[config.mk]
export PLATFORM = sky130hd
export DESIGN_NAME = input_vc_buffer
export DESIGN_NICKNAME = d
export VERILOG_FILES = /design/src/rtl/noc_params.sv /design/src/rtl/circular_buffer.sv /design/src/rtl/input_vc_buffer.sv
export SDC_FILE = /design/constraint.sdc
export NUM_CORES = 1
export LEC_CHECK = 0
export CAP_MARGIN = 20
export CORE_AREA = 5 5 201 203
export DETAILED_ROUTE_END_ITERATION = 10
export DIE_AREA = 0 0 206 208
export MAX_ROUTING_LAYER = met4
export PLACE_DENSITY_LB_ADDON = 0.1
export SLEW_MARGIN = 5
export SYNTH_ARGS = -nofsm -noshare
export SYNTH_HDL_FRONTEND = slang
export SYNTH_SLANG_ARGS = --single-unit
[constraint.sdc]
create_clock -name clk -period 3.2 [get_ports clk]
set_clock_uncertainty 0.15 [all_clocks]
set_input_delay 0.96 -clock clk [delete_from_list [all_inputs] [get_ports clk]]
set_output_delay 0.96 -clock clk [all_outputs]
set_load 0.01 [all_outputs]
[src/rtl/noc_params.sv]
// rtl/noc_params.sv - shared NoC router types: flit layout, labels, ports, input VC states
package noc_params;

  localparam int VC_NUM           = 4;
  localparam int VC_SIZE          = $clog2(VC_NUM);
  localparam int FLIT_DEST_X_W    = 4;
  localparam int FLIT_DEST_Y_W    = 4;
  localparam int DEST_ADDR_SIZE_L = 2;
  localparam int PAYLOAD_SIZE     = 16;

  typedef enum logic [1:0] {HEAD, BODY, TAIL, HEADTAIL} flit_label_t;

  // DLA0 is the local/ejection port and doubles as the idle output port value
  typedef enum logic [2:0] {DLA0, NORTH, SOUTH, EAST, WEST} port_t;

  typedef enum logic [1:0] {IDLE, VA, SA} input_vc_state_t;

  typedef struct packed {
    flit_label_t                 label;
    logic [VC_SIZE-1:0]          vc_id;
    logic [FLIT_DEST_X_W-1:0]    x_dest;
    logic [FLIT_DEST_Y_W-1:0]    y_dest;
    logic [DEST_ADDR_SIZE_L-1:0] l_dest;
    logic [PAYLOAD_SIZE-1:0]     payload;
  } flit_t;

  function automatic logic is_head(input flit_label_t label);
    return (label == HEAD) || (label == HEADTAIL);
  endfunction

  function automatic logic is_tail(input flit_label_t label);
    return (label == TAIL) || (label == HEADTAIL);
  endfunction

endpackage

[src/rtl/circular_buffer.sv]
// rtl/circular_buffer.sv - circular flit FIFO with wrapping pointers and occupancy count
module circular_buffer
  import noc_params::*;
#(
  parameter int BUFFER_SIZE = 8
) (
  input  logic  clk,
  input  logic  rst_n,
  input  flit_t data_i,
  input  logic  write_i,
  input  logic  read_i,
  output flit_t data_o,
  output logic  is_full_o,
  output logic  is_empty_o
);

  localparam int PTR_W = $clog2(BUFFER_SIZE);
  localparam logic [PTR_W:0] FULL_COUNT = (PTR_W + 1)'(BUFFER_SIZE);

  flit_t            mem [BUFFER_SIZE];
  logic [PTR_W-1:0] rd_ptr;
  logic [PTR_W-1:0] wr_ptr;
  logic [PTR_W:0]   count;

  // Caller guarantees write_i only when not full or popping, read_i only when not empty
  always_ff @(posedge clk or negedge rst_n) begin
    if (!rst_n) begin
      rd_ptr <= '0;
      wr_ptr <= '0;
      count  <= '0;
    end else begin
      if (write_i) wr_ptr <= wr_ptr + 1'b1;
      if (read_i)  rd_ptr <= rd_ptr + 1'b1;
      if (write_i && !read_i)      count <= count + 1'b1;
      else if (read_i && !write_i) count <= count - 1'b1;
    end
  end

  always_ff @(posedge clk) begin
    if (write_i) mem[wr_ptr] <= data_i;
  end

  assign data_o     = mem[rd_ptr];
  assign is_full_o  = (count == FULL_COUNT);
  assign is_empty_o = (count == '0);

endmodule

[src/rtl/input_vc_buffer.sv]
// rtl/input_vc_buffer.sv - per-VC input buffer with IDLE/VA/SA sequencing; NOC_INPUT_BUFFER_ERR_EN enables error_o
module input_vc_buffer
  import noc_params::*;
#(
  parameter int BUFFER_SIZE      = 8,
  parameter int DEST_ADDR_SIZE_X = 4,
  parameter int DEST_ADDR_SIZE_Y = 4
) (
  input  logic                        clk,
  input  logic                        rst_n,
  input  flit_t                       data_i,
  input  logic                        valid_flit_i,
  output logic [DEST_ADDR_SIZE_X-1:0] x_dest_o,
  output logic [DEST_ADDR_SIZE_Y-1:0] y_dest_o,
  output logic [DEST_ADDR_SIZE_L-1:0] l_dest_o,
  input  port_t                       out_port_i,
  input  logic                        va_done_i,
  input  logic [VC_SIZE-1:0]          vc_new_i,
  input  logic                        sa_grant_i,
  output logic                        va_request_o,
  output logic                        sa_request_o,
  output port_t                       out_port_o,
  output logic                        vc_allocatable_o,
  output flit_t                       data_o,
  output logic                        is_full_o,
  output logic                        is_empty_o,
  output logic                        error_o
);

  flit_t              head;
  input_vc_state_t    state, state_next;
  port_t              out_port_next;
  logic [VC_SIZE-1:0] vc_reg, vc_next;
  logic               pop, push;

  assign pop  = (state == SA) && sa_grant_i && !is_empty_o;
  assign push = valid_flit_i && (!is_full_o || pop);

  circular_buffer #(.BUFFER_SIZE(BUFFER_SIZE)) u_buffer (
    .clk        (clk),
    .rst_n      (rst_n),
    .data_i     (data_i),
    .write_i    (push),
    .read_i     (pop),
    .data_o     (head),
    .is_full_o  (is_full_o),
    .is_empty_o (is_empty_o)
  );

  always_ff @(posedge clk or negedge rst_n) begin
    if (!rst_n) begin
      state      <= IDLE;
      out_port_o <= DLA0;
      vc_reg     <= '0;
    end else begin
      state      <= state_next;
      out_port_o <= out_port_next;
      vc_reg     <= vc_next;
    end
  end

  // vc_allocatable_o follows the grant combinationally so the release lines up with the tail pop
  always_comb begin
    state_next       = state;
    out_port_next    = out_port_o;
    vc_next          = vc_reg;
    va_request_o     = 1'b0;
    sa_request_o     = 1'b0;
    vc_allocatable_o = 1'b0;
    unique case (state)
      IDLE: begin
        if (!is_empty_o && is_head(head.label)) begin
          out_port_next = out_port_i;
          state_next    = VA;
        end
      end
      VA: begin
        va_request_o = 1'b1;
        if (va_done_i) begin
          vc_next    = vc_new_i;
          state_next = SA;
        end
      end
      SA: begin
        sa_request_o = !is_empty_o;
        if (pop && is_tail(head.label)) begin
          vc_allocatable_o = 1'b1;
          state_next       = IDLE;
        end
      end
      default: state_next = IDLE;
    endcase
  end

  always_comb begin
    data_o       = head;
    data_o.vc_id = vc_reg;
  end

  assign x_dest_o = head.x_dest;
  assign y_dest_o = head.y_dest;
  assign l_dest_o = head.l_dest;

`ifdef NOC_INPUT_BUFFER_ERR_EN
  logic mid_pkt;
  logic error_q;
  logic err_event;

  assign err_event = (valid_flit_i && is_full_o && !pop)
                   || (sa_grant_i && !pop)
                   || (state == IDLE && !is_empty_o && !is_head(head.label))
                   || (state == SA && !is_empty_o && mid_pkt && is_head(head.label));

  always_ff @(posedge clk or negedge rst_n) begin
    if (!rst_n) begin
      mid_pkt <= 1'b0;
      error_q <= 1'b0;
    end else begin
      if (pop) mid_pkt <= !is_tail(head.label);
      error_q <= error_q | err_event;
    end
  end

  assign error_o = error_q;
`else
  assign error_o = 1'b0;
`endif

endmodule

==> results.json <==
{
  "status": "complete, but fails checks",
  "failed_checks": "negative setup slack",
  "timing.rr.start": "u_buffer.count[0]",
  "portBuffers": 85,
  "crit_chain": "buf_12, mux4_2, mux2_4, ha_4, nor2_4, nor3_2, buf_2",
  "coreArea_um2": 38300,
  "finalSetupViolCount": 39,
  "cts_max_level": 1,
  "yosysWarningCount": 0,
  "fmax_ghz": 0.284,
  "hold_path_depth": 1,
  "use_met3_pct": 1.87,
  "dpl-instance-area_um2": 11300,
  "finalSetupTns_ns": -8.89,
  "wl_per_cell_um": 20.3,
  "cap_violations": 0,
  "r2r-end": "u_buffer.count[3]",
  "dp_slack_ns": -0.324,
  "swShare_pct": 29.4,
  "synthCells": 429,
  "num_rows": 72,
  "drt_iter0_markers": 173,
  "synthArstFlopShare_pct": 7.05,
  "power.internal_w": 0.00880,
  "cts_root_buffer": "clkbuf_16",
  "post-route-cell-area_um2": 12800,
  "reg_top3": "u_buffer.mem (224), u_buffer.count (4)",
  "synth-seq-area-share_pct": 75.5,
  "grt-busiest-layer": "met2",
  "layout_commonest_cell": "edfxtp_1",
  "drive_above_1_share_pct": 41.9,
  "combPwrFrac_pct": 42.4,
  "cp.arrival_ns": 2.42,
  "drv_slew": 0,
  "postSynthAreaPerCell_um2": 22.1,
  "crit_path_max_fanout": 8,
  "clockPowerShare_pct": 23.8,
  "grt_pass1_vias": 5152,
  "end_kind": "output pin",
  "netlist_area_um2": 9470,
  "synth_seq_cells": 241,
  "finalWeightedCongestion": 0.680,
  "period_needed_ns": 3.53,
  "power_frac_seq_pct": 33.8,
  "crit_buf_inv": 2,
  "crit_type": "flop to output pin",
  "finalHoldViolCount": 0,
  "antenna_found_initial": 0,
  "die_x_um": 206,
  "hold_ws_ns": 0.357,
  "ant_nets": 0,
  "power_density_nw_per_um2": 975,
  "synth_edf_count": 224,
  "slowest_stage": "mux4_2",
  "final_net_count": 632,
  "grt_max_degree": 33,
  "path_delay_family": "multiplexers",
  "layout_common_cells": "224 x edfxtp_1, 56 x mux4_2, 43 x clkdlybuf4s50_1, 42 x buf_6, 33 x buf_4",
  "power_w": 0.0125,
  "grt.overflow.total": 0,
  "min_to": "vc_reg[0]",
  "use_met1_pct": 14.5,
  "drc_errors": 0,
  "hp-class": "flop to flop",
  "path_clk_slew_ns": 0.06,
  "cpPeakStageDelay_ns": 0.50,
  "insertion_delay_ns": 0.53,
  "clockBufferDepth": 3,
  "area_delta_synth_final_pct": 34.9,
  "cts_sinks": 241,
  "r2r_cells": 11,
  "cp.required_ns": 2.09,
  "start_util_pct": 24.7,
  "rsz0062_at_grt": "true",
  "peakVddDrop_mv": 0.473,
  "viasPerCell": 4.13,
  "p_sw_w": 0.00366,
  "regMostFlops": "u_buffer.mem",
  "routed_wl_um": 22700,
  "drt_pass1_iterations": 4,
  "fp.dieH_um": 208,
  "syn_nets": 477,
  "antenna_cells": 0,
  "min_from": "vc_reg[0]",
  "cts_tree": "built",
  "ys.flop_type": "edfxtp_1",
  "io_pins": 89,
  "vias": 4635,
  "worst_slack_ns": -0.327,
  "hpwl_um": 13000,
  "use_met2_pct": 17.6,
  "cts_made_buffers": 28,
  "largest_register_ffs": 224,
  "worst-r2r-setup-slack_ns": 0.36,
  "grt_pass1_wl_um": 34000,
  "dieArea_um2": 42800,
  "finalCritPeriodShare_pct": 110,
  "ys_types": 37,
  "leakage_nw": 4.34,
  "startpoint_type": "flop",
  "grt_util_all_layers_pct": 10.9
}
==> cell families (layout without fill, tap and decap cells) <==
group / Yosys count / after routing / synth area share [%]
buffers and inverters: 34 / 209 / 2.19
AND/OR/NAND/NOR: 34 / 34 / 2.00
flip-flops: 241 / 241 / 75.5
adder cells (fa/ha/maj): 8 / 8 / 1.14
other: 1 / 1 / 0.0396
XOR/XNOR: 6 / 6 / 0.555
AO/OA/AOI/OAI: 12 / 12 / 0.846
multiplexers: 93 / 93 / 17.7
==> synth_stat cells (3+ instances only) <==
cell type / number / area share, %
edfxtp_1: 224 / 71
mux4_2: 56 / 13
mux2_2: 33 / 3.9
dfrtp_1: 17 / 4.5
buf_4: 11 / 0.87
nor2_1: 10 / 0.40
buf_2: 7 / 0.37
ha_1: 7 / 0.93
inv_1: 6 / 0.24
nand3_1: 5 / 0.26
xnor2_1: 5 / 0.46
buf_6: 4 / 0.48
clkbuf_1: 4 / 0.16
nand2_1: 4 / 0.16
nor3_1: 4 / 0.21
nand3b_1: 3 / 0.24
o211ai_1: 3 / 0.24
==> routing by layer <==
metal | vias up | share of wire (%)
met1 | 2432 | 45
met5 | - | 0
li1 | 2068 | -
met2 | 96 | 49
met3 | 39 | 4.0
met4 | 0 | 2.1
==> worst max-delay path by stage <==
stage	start	end	slack, ns	cells past startpoint
after global placement	sa_grant_i	vc_allocatable_o	-0.35	4
after floorplan	valid_flit_i	u_buffer.mem[0][0]	0.03	2
after global routing	u_buffer.rd_ptr[0]	vc_allocatable_o	-0.42	7
after detailed placement	sa_grant_i	vc_allocatable_o	-0.32	4
after CTS	u_buffer.rd_ptr[0]	vc_allocatable_o	-0.39	7
final	u_buffer.rd_ptr[0]	vc_allocatable_o	-0.33	7
==> worst register-to-register path, stage by stage, from the launching register on <==
cell      delay [ns]
dfrtp_2         0.40
buf_4           0.16
or4b_4          0.59
o21ai_2         0.15
inv_1           0.06
ha_1            0.21
inv_1           0.08
buf_4           0.13
ha_1            0.25
a21oi_1         0.21
mux2i_1         0.23
o211ai_1        0.11
==> per-stage QoR <==
step | cells | util, %
after floorplan | 429 | -
after global placement | 1048 | 29.6
after detailed placement | 1048 | 29.6
after CTS | 1115 | 33.1
after global routing | 1122 | 33.4
final | 1122 | 33.4
==> repair_timing <==
item,CTS,global route
pin swaps,1,0
hold buffers,0,0
setup endpoints to repair,42,40
gates resized for setup,231,13
gates cloned,4,1
buffers inserted,13,8
==> power groups by stage <==
stage	Clock (W)	Combinational [W]	Sequential, W
3_3_place_gp	0	0.00437	0.00427
3_5_place_dp	0	0.00440	0.00431
2_1_floorplan	0	0.00245	0.00423
5_1_grt	0.00321	0.00569	0.00427
4_1_cts	0.00307	0.00527	0.00423
6_report	0.00296	0.00528	0.00422
==> layout make-up <==
class / count / area (um2)
repair buffers: 152 / 1770
flip-flops and latches: 241 / 7160
well taps: 518 / 648
fillers: 3611 / 25500
multi-input cells: 154 / 2320
inverters: 7 / 28.8
clock buffers: 42 / 785
clock inverters: 8 / 62.6
Note: power is estimated with default switching activity, not from simulation.
